**config.mk**
```make
export PLATFORM = sky130hd
export DESIGN_NAME = param_sync_fifo
export DESIGN_NICKNAME = d
export VERILOG_FILES = /design/src/rtl/param_sync_fifo.sv
export SDC_FILE = /design/constraint.sdc
export NUM_CORES = 1
export LEC_CHECK = 0
export CAP_MARGIN = 20
export CORE_UTILIZATION = 55
export DETAILED_ROUTE_END_ITERATION = 10
export GPL_TIMING_DRIVEN = 0
export PLACE_DENSITY_LB_ADDON = 0.05
export SETUP_SLACK_MARGIN = 0.02
export SYNTH_ARGS = -nofsm -noshare
export SYNTH_HDL_FRONTEND = slang
export SYNTH_SLANG_ARGS = --single-unit
```
**constraint.sdc**
```tcl
create_clock -name clk -period 10 [get_ports clk]
set_input_delay 2 -clock clk [delete_from_list [all_inputs] [get_ports clk]]
set_output_delay 2 -clock clk [all_outputs]
set_load 0.02 [all_outputs]
```
**src/rtl/param_sync_fifo.sv**
```systemverilog
// Parametrised single-clock FIFO with standard or first-word-fall-through read mode,
// programmable almost-full/almost-empty levels, occupancy count and sticky error flags.
module param_sync_fifo #(
  parameter int unsigned DATA_WIDTH = 32,
  parameter int unsigned FIFO_DEPTH = 16,
  parameter int unsigned AF_LEVEL   = FIFO_DEPTH - 2,
  parameter int unsigned AE_LEVEL   = 2,
  parameter bit          FWFT       = 1'b0,
  localparam int unsigned ADDR_WIDTH = $clog2(FIFO_DEPTH)
) (
  input  logic                  clk,
  input  logic                  reset,
  input  logic                  push,
  input  logic [DATA_WIDTH-1:0] wr_data,
  input  logic                  pop,
  output logic [DATA_WIDTH-1:0] rd_data,
  output logic                  rd_valid,
  output logic                  full,
  output logic                  empty,
  output logic                  almost_full,
  output logic                  almost_empty,
  output logic [ADDR_WIDTH:0]   count,
  output logic                  overflow,
  output logic                  underflow,
  input  logic                  clr_err
);

  localparam logic [ADDR_WIDTH:0] PtrOne  = (ADDR_WIDTH + 1)'(1);
  localparam logic [ADDR_WIDTH:0] AfLevel = (ADDR_WIDTH + 1)'(AF_LEVEL);
  localparam logic [ADDR_WIDTH:0] AeLevel = (ADDR_WIDTH + 1)'(AE_LEVEL);

  logic [DATA_WIDTH-1:0] mem_q [FIFO_DEPTH];
  logic [ADDR_WIDTH:0]   wr_ptr_q, wr_ptr_d, rd_ptr_q, rd_ptr_d;
  logic                  overflow_q, overflow_d, underflow_q, underflow_d;
  logic [ADDR_WIDTH-1:0] wr_idx, rd_idx;
  logic                  full_w, empty_w, pop_ok, push_ok;

  assign wr_idx  = wr_ptr_q[ADDR_WIDTH-1:0];
  assign rd_idx  = rd_ptr_q[ADDR_WIDTH-1:0];
  assign empty_w = (wr_ptr_q == rd_ptr_q);
  // Extra wrap bit distinguishes full from empty when the index bits match.
  assign full_w  = (wr_idx == rd_idx) && (wr_ptr_q[ADDR_WIDTH] != rd_ptr_q[ADDR_WIDTH]);
  assign pop_ok  = pop & ~empty_w;
  assign push_ok = push & (~full_w | pop_ok);

  always_comb begin
    wr_ptr_d    = wr_ptr_q;
    rd_ptr_d    = rd_ptr_q;
    if (push_ok) wr_ptr_d = wr_ptr_q + PtrOne;
    if (pop_ok)  rd_ptr_d = rd_ptr_q + PtrOne;
    // A fresh error in the clearing cycle keeps the flag set.
    overflow_d  = (overflow_q & ~clr_err) | (push & ~push_ok);
    underflow_d = (underflow_q & ~clr_err) | (pop & ~pop_ok);
  end

  always_ff @(posedge clk) begin
    if (reset) begin
      wr_ptr_q    <= '0;
      rd_ptr_q    <= '0;
      overflow_q  <= 1'b0;
      underflow_q <= 1'b0;
    end else begin
      wr_ptr_q    <= wr_ptr_d;
      rd_ptr_q    <= rd_ptr_d;
      overflow_q  <= overflow_d;
      underflow_q <= underflow_d;
    end
  end

  always_ff @(posedge clk) begin
    if (push_ok && !reset) mem_q[wr_idx] <= wr_data;
  end

  assign count        = wr_ptr_q - rd_ptr_q;
  assign full         = full_w;
  assign empty        = empty_w;
  assign almost_full  = (count >= AfLevel);
  assign almost_empty = (count <= AeLevel);
  assign overflow     = overflow_q;
  assign underflow    = underflow_q;

  if (FWFT) begin : g_fwft
    assign rd_data  = mem_q[rd_idx];
    assign rd_valid = ~empty_w;
  end else begin : g_std
    logic [DATA_WIDTH-1:0] rd_data_q, rd_data_d;
    logic                  rd_valid_q, rd_valid_d;

    always_comb begin
      rd_data_d  = rd_data_q;
      rd_valid_d = pop_ok;
      if (pop_ok) rd_data_d = mem_q[rd_idx];
    end

    always_ff @(posedge clk) begin
      if (reset) begin
        rd_data_q  <= '0;
        rd_valid_q <= 1'b0;
      end else begin
        rd_data_q  <= rd_data_d;
        rd_valid_q <= rd_valid_d;
      end
    end

    assign rd_data  = rd_data_q;
    assign rd_valid = rd_valid_q;
  end

endmodule

```
==> results of run 1 <==
[layout make-up]
cell class                 instances  area (sq um)  share of cell area
tap                              518           648              0.0253
timing repair buffer             104          1200              0.0469
clock buffer                      77          1560              0.0609
buffer                            71           423              0.0165
inverter                          10          37.5             0.00147
sequential                       557         16300               0.636
antenna                            1          2.50           0.0000977
clock inverter                    27           163             0.00635
multi-input combinational        546          5290               0.207
[power breakdown]
group / internal, W / switching [W]
combinational: 0.000301 / 0.000437
clock: 0.00111 / 0.000841
sequential: 0.00259 / 0.0000250
[stage by stage]
step | hold slack (ns) | utilization | std cells | setup slack (ns) | cell area (sq um)
detailed placement | 0.480 | 0.612 | 1806 | 4.85 | 23900
CTS | 0.491 | 0.656 | 1910 | 4.23 | 25600
global route | 0.536 | 0.656 | 1910 | 4.13 | 25600
floorplan | 0.535 | - | 1184 | 4.49 | 21900
global placement | 0.464 | 0.599 | 1780 | 1.07 | 23300
finish | 0.489 | 0.656 | 1911 | 4.27 | 25600
[worst paths after layout]
kind                            endpoint  slack (ns)                      from  depth (start not counted)
hold reg to reg      overflow$_SDFF_PP0_        0.49       overflow$_SDFF_PP0_                          2
setup reg to reg  mem_q[0][11]$_DFFE_PP_        5.56  rd_ptr_q[3]$_SDFFE_PP0P_                         10
hold / removal       overflow$_SDFF_PP0_        0.49       overflow$_SDFF_PP0_                          2
setup / recovery            almost_empty        4.27  rd_ptr_q[1]$_SDFFE_PP0P_                         11
[metal layers]
| layer | track usage | vias up |
|---|---|---|
| li1 | - | 5086 |
| met1 | 0.337 | 5773 |
| met2 | 0.434 | 390 |
| met3 | 0.0415 | 76 |
| met4 | 0.0709 | 0 |
| met5 | 0 | - |
[cells by family (layout without fill, tap and decap cells)]
family,Yosys count,count (layout),synth area share
compound gates,183,183,0.0733
xor+xnor,9,9,0.00428
fa+ha+maj,10,10,0.00605
buf+inv,81,289,0.0210
flops,557,557,0.743
mux,225,225,0.121
other cells,0,1,0
simple gates,119,119,0.0318
[layout by cell type (no fill, tap or decap), types with 4 or more instances in the layout]
master / n
o21ai_0: 11
inv_1: 9
ha_1: 9
a211oi_2: 31
mux2i_1: 193
clkinv_1: 15
o22ai_1: 34
buf_12: 10
nor3_2: 31
nor3_1: 5
clkbuf_8: 8
clkbuf_16: 56
mux4_2: 32
nor2_1: 43
edfxtp_1: 512
clkdlybuf4s50_1: 78
a21oi_1: 7
nand2_1: 7
buf_6: 21
xnor2_1: 4
buf_2: 22
or3_1: 4
o21ai_1: 25
nand3_1: 4
clkinv_2: 7
a221oi_1: 32
buf_4: 16
dfxtp_1: 45
o22ai_2: 30
clkbuf_1: 34
nor2_4: 12
[flip-flops by register name (all words and copies together) (netlist names)]
signal	flops
rd_data	32
rd_ptr_q	5
underflow	1
overflow	1
mem_q	512
rd_valid	1
wr_ptr_q	5
[worst min-delay path: cells and delay by family (launching register included)]
| family | cells | cell delay (ns) |
|---|---|---|
| flops | 1 | 0.31 |
| simple gates | 1 | 0.07 |
| compound gates | 1 | 0.06 |
==> impl_metrics.csv, run 1 <==
group,metric,value,unit
status,status,"finished clean",
setup_path,cp_common_cell,"buf_6",
floorplan,top_level_ports,81,
clock_tree,cts.repair.resized,0,
detailed_routing,routed_wl,50300,um
finish,syn2layout_area_growth,16.8,%
detailed_routing,ant_nets,0,
placement,gp_congestion,0.785,
timing,hold_viol,0,
setup_path,cpLargestDelayFamily,"buffers and inverters",
detailed_routing,firstDrtPassIters,5,
clock_tree,htreeDepth,2,
clock_tree,path_clk_slew,0.06,ns
pwr,powerDensity,207,mW/mm^2
clock_tree,cts.sinks,557,
pwr,leakagePower,7.82,nW
floorplan,start_util,0.562,
setup_path,cp.buffers_inverters,6,
clock_tree,cts_buffers,55,
synthesis,syn_inst,1184,
timing,period_minus_slack,5.73,ns
placement,port_buffers,78,
clock_tree,post_cts_buffers,0,
timing,fin_skew,0.0167,ns
pwr,total_power,0.00531,W
synthesis,ys_top_cells_by_area,"edfxtp_1, mux2i_1, dfxtp_1",
timing,max_slew.worst_pin.slew,1.06,ns
clock_tree,holdBufCountCts,0,
floorplan,core-area,0.0390,sq mm
setup_path,path_max_fanout,10,
detailed_routing,dr_total_vias,11300,
setup_path,crit_chain,"buf_2 -> buf_6 -> buf_6 -> buf_6 -> inv_1 -> ha_1 -> nor2b_1 -> o21a_1 -> or3_1 -> a211oi_1 -> clkdlybuf4s50_1",
synthesis,yosysMostFrequentCell,"edfxtp_1",
clock_tree,clk_latency,0.61,ns
finish,n_fill_cell,2688,
setup_path,cp.required,8.00,ns
synthesis,synth.yosys.seq_area_share,0.743,
synthesis,syn_area,0.0219,sq mm
detailed_routing,top_layer_used,"met4",
setup_path,startpoint_type,"flip-flop",
detailed_routing,met3_length,3230,um
timing,slew_headroom,0.293,
detailed_routing,wl_met2,25500,um
global_route,grt_max_degree,23,
timing,rsz0062_at_grt,"false",
clock_tree,cts_tree,"yes",
timing,fin_setup_tns,0,ns
synthesis,yosys.area.top_type_share,0.701,
timing,slew_violations,0,
detailed_routing,viasPerCell,5.93,
pwr,vdd_drop_max,148,uV
timing,fin_crit_sh,0.573,
setup_path,worstPathArrival,3.73,ns
synthesis,synth.avg_cell_area,18.5,sq um
flow_run,cap_violations,0,
finish,nets,1392,
synthesis,synth_ff_type,"edfxtp_1",
global_route,grt_pass1_wl,74300,um
synthesis,synth-async-reset-ratio,0,
setup_path,critPathMaxStageDelay,0.63,ns
worst_hold_path,min_path_type,"reg -> reg",
synthesis,synth_enable_flop_cells,512,
finish,drive_gt1_frac,0.211,
setup_path,crit_path_end_kind,"output pin",
synthesis,synth_warnings,0,
detailed_routing,wl_met1,20500,um
synthesis,yosysTopAreaCell,"edfxtp_1",
global_route,antenna_found_initial,1,
floorplan,dieArea,0.0407,sq mm
setup_path,crit_slowest_cell,"clkdlybuf4s50_1",
timing,setup_violations,0,
synthesis,synthesis.nets,1231,
placement,dp_hpwl,31800,um
clock_tree,clock-root-buffer,"clkbuf_16",
synthesis,synth_seq_cells,557,
floorplan,row_count,72,
global_route,grt-ovfl-total,0,
floorplan,die_w,202,um
detailed_routing,first_iter_violations,783,
detailed_routing,route.detailed.drc,0,
detailed_routing,post_drt_wl_per_cell,26.3,um
synthesis,ys_types,50,
timing,fmaxAchievable,174,MHz
clock_tree,cts_buffer_depth,3,
setup_path,crit_type,"reg -> out",
synthesis,synth_common_cells,"edfxtp_1, mux2i_1, nor2_1, dfxtp_1, o22ai_1",
global_route,grt_usage,0.254,
global_route,grt_pass1_vias,11700,
floorplan,die_y,202,um
(Power assumes the default switching activity.)
==> run 2: changes to the inputs <==
==> constraint.sdc (replaced) <==
create_clock -name clk -period 5.75 [get_ports clk]
set_input_delay 1.15 -clock clk [delete_from_list [all_inputs] [get_ports clk]]
set_output_delay 1.15 -clock clk [all_outputs]
set_load 0.02 [all_outputs]
==> results of run 2 <==
The final DEF is identical to that of run 1. Status: finished clean.
Among the figures that moved: setup slack after placement 4.85 ns -> 1.28 ns; setup slack after layout 4.27 ns -> 0.867 ns; register-to-register setup slack 5.56 ns -> 1.31 ns; total power 0.00531 W -> 0.00923 W; worst IR drop on VDD 148 uV -> 258 uV
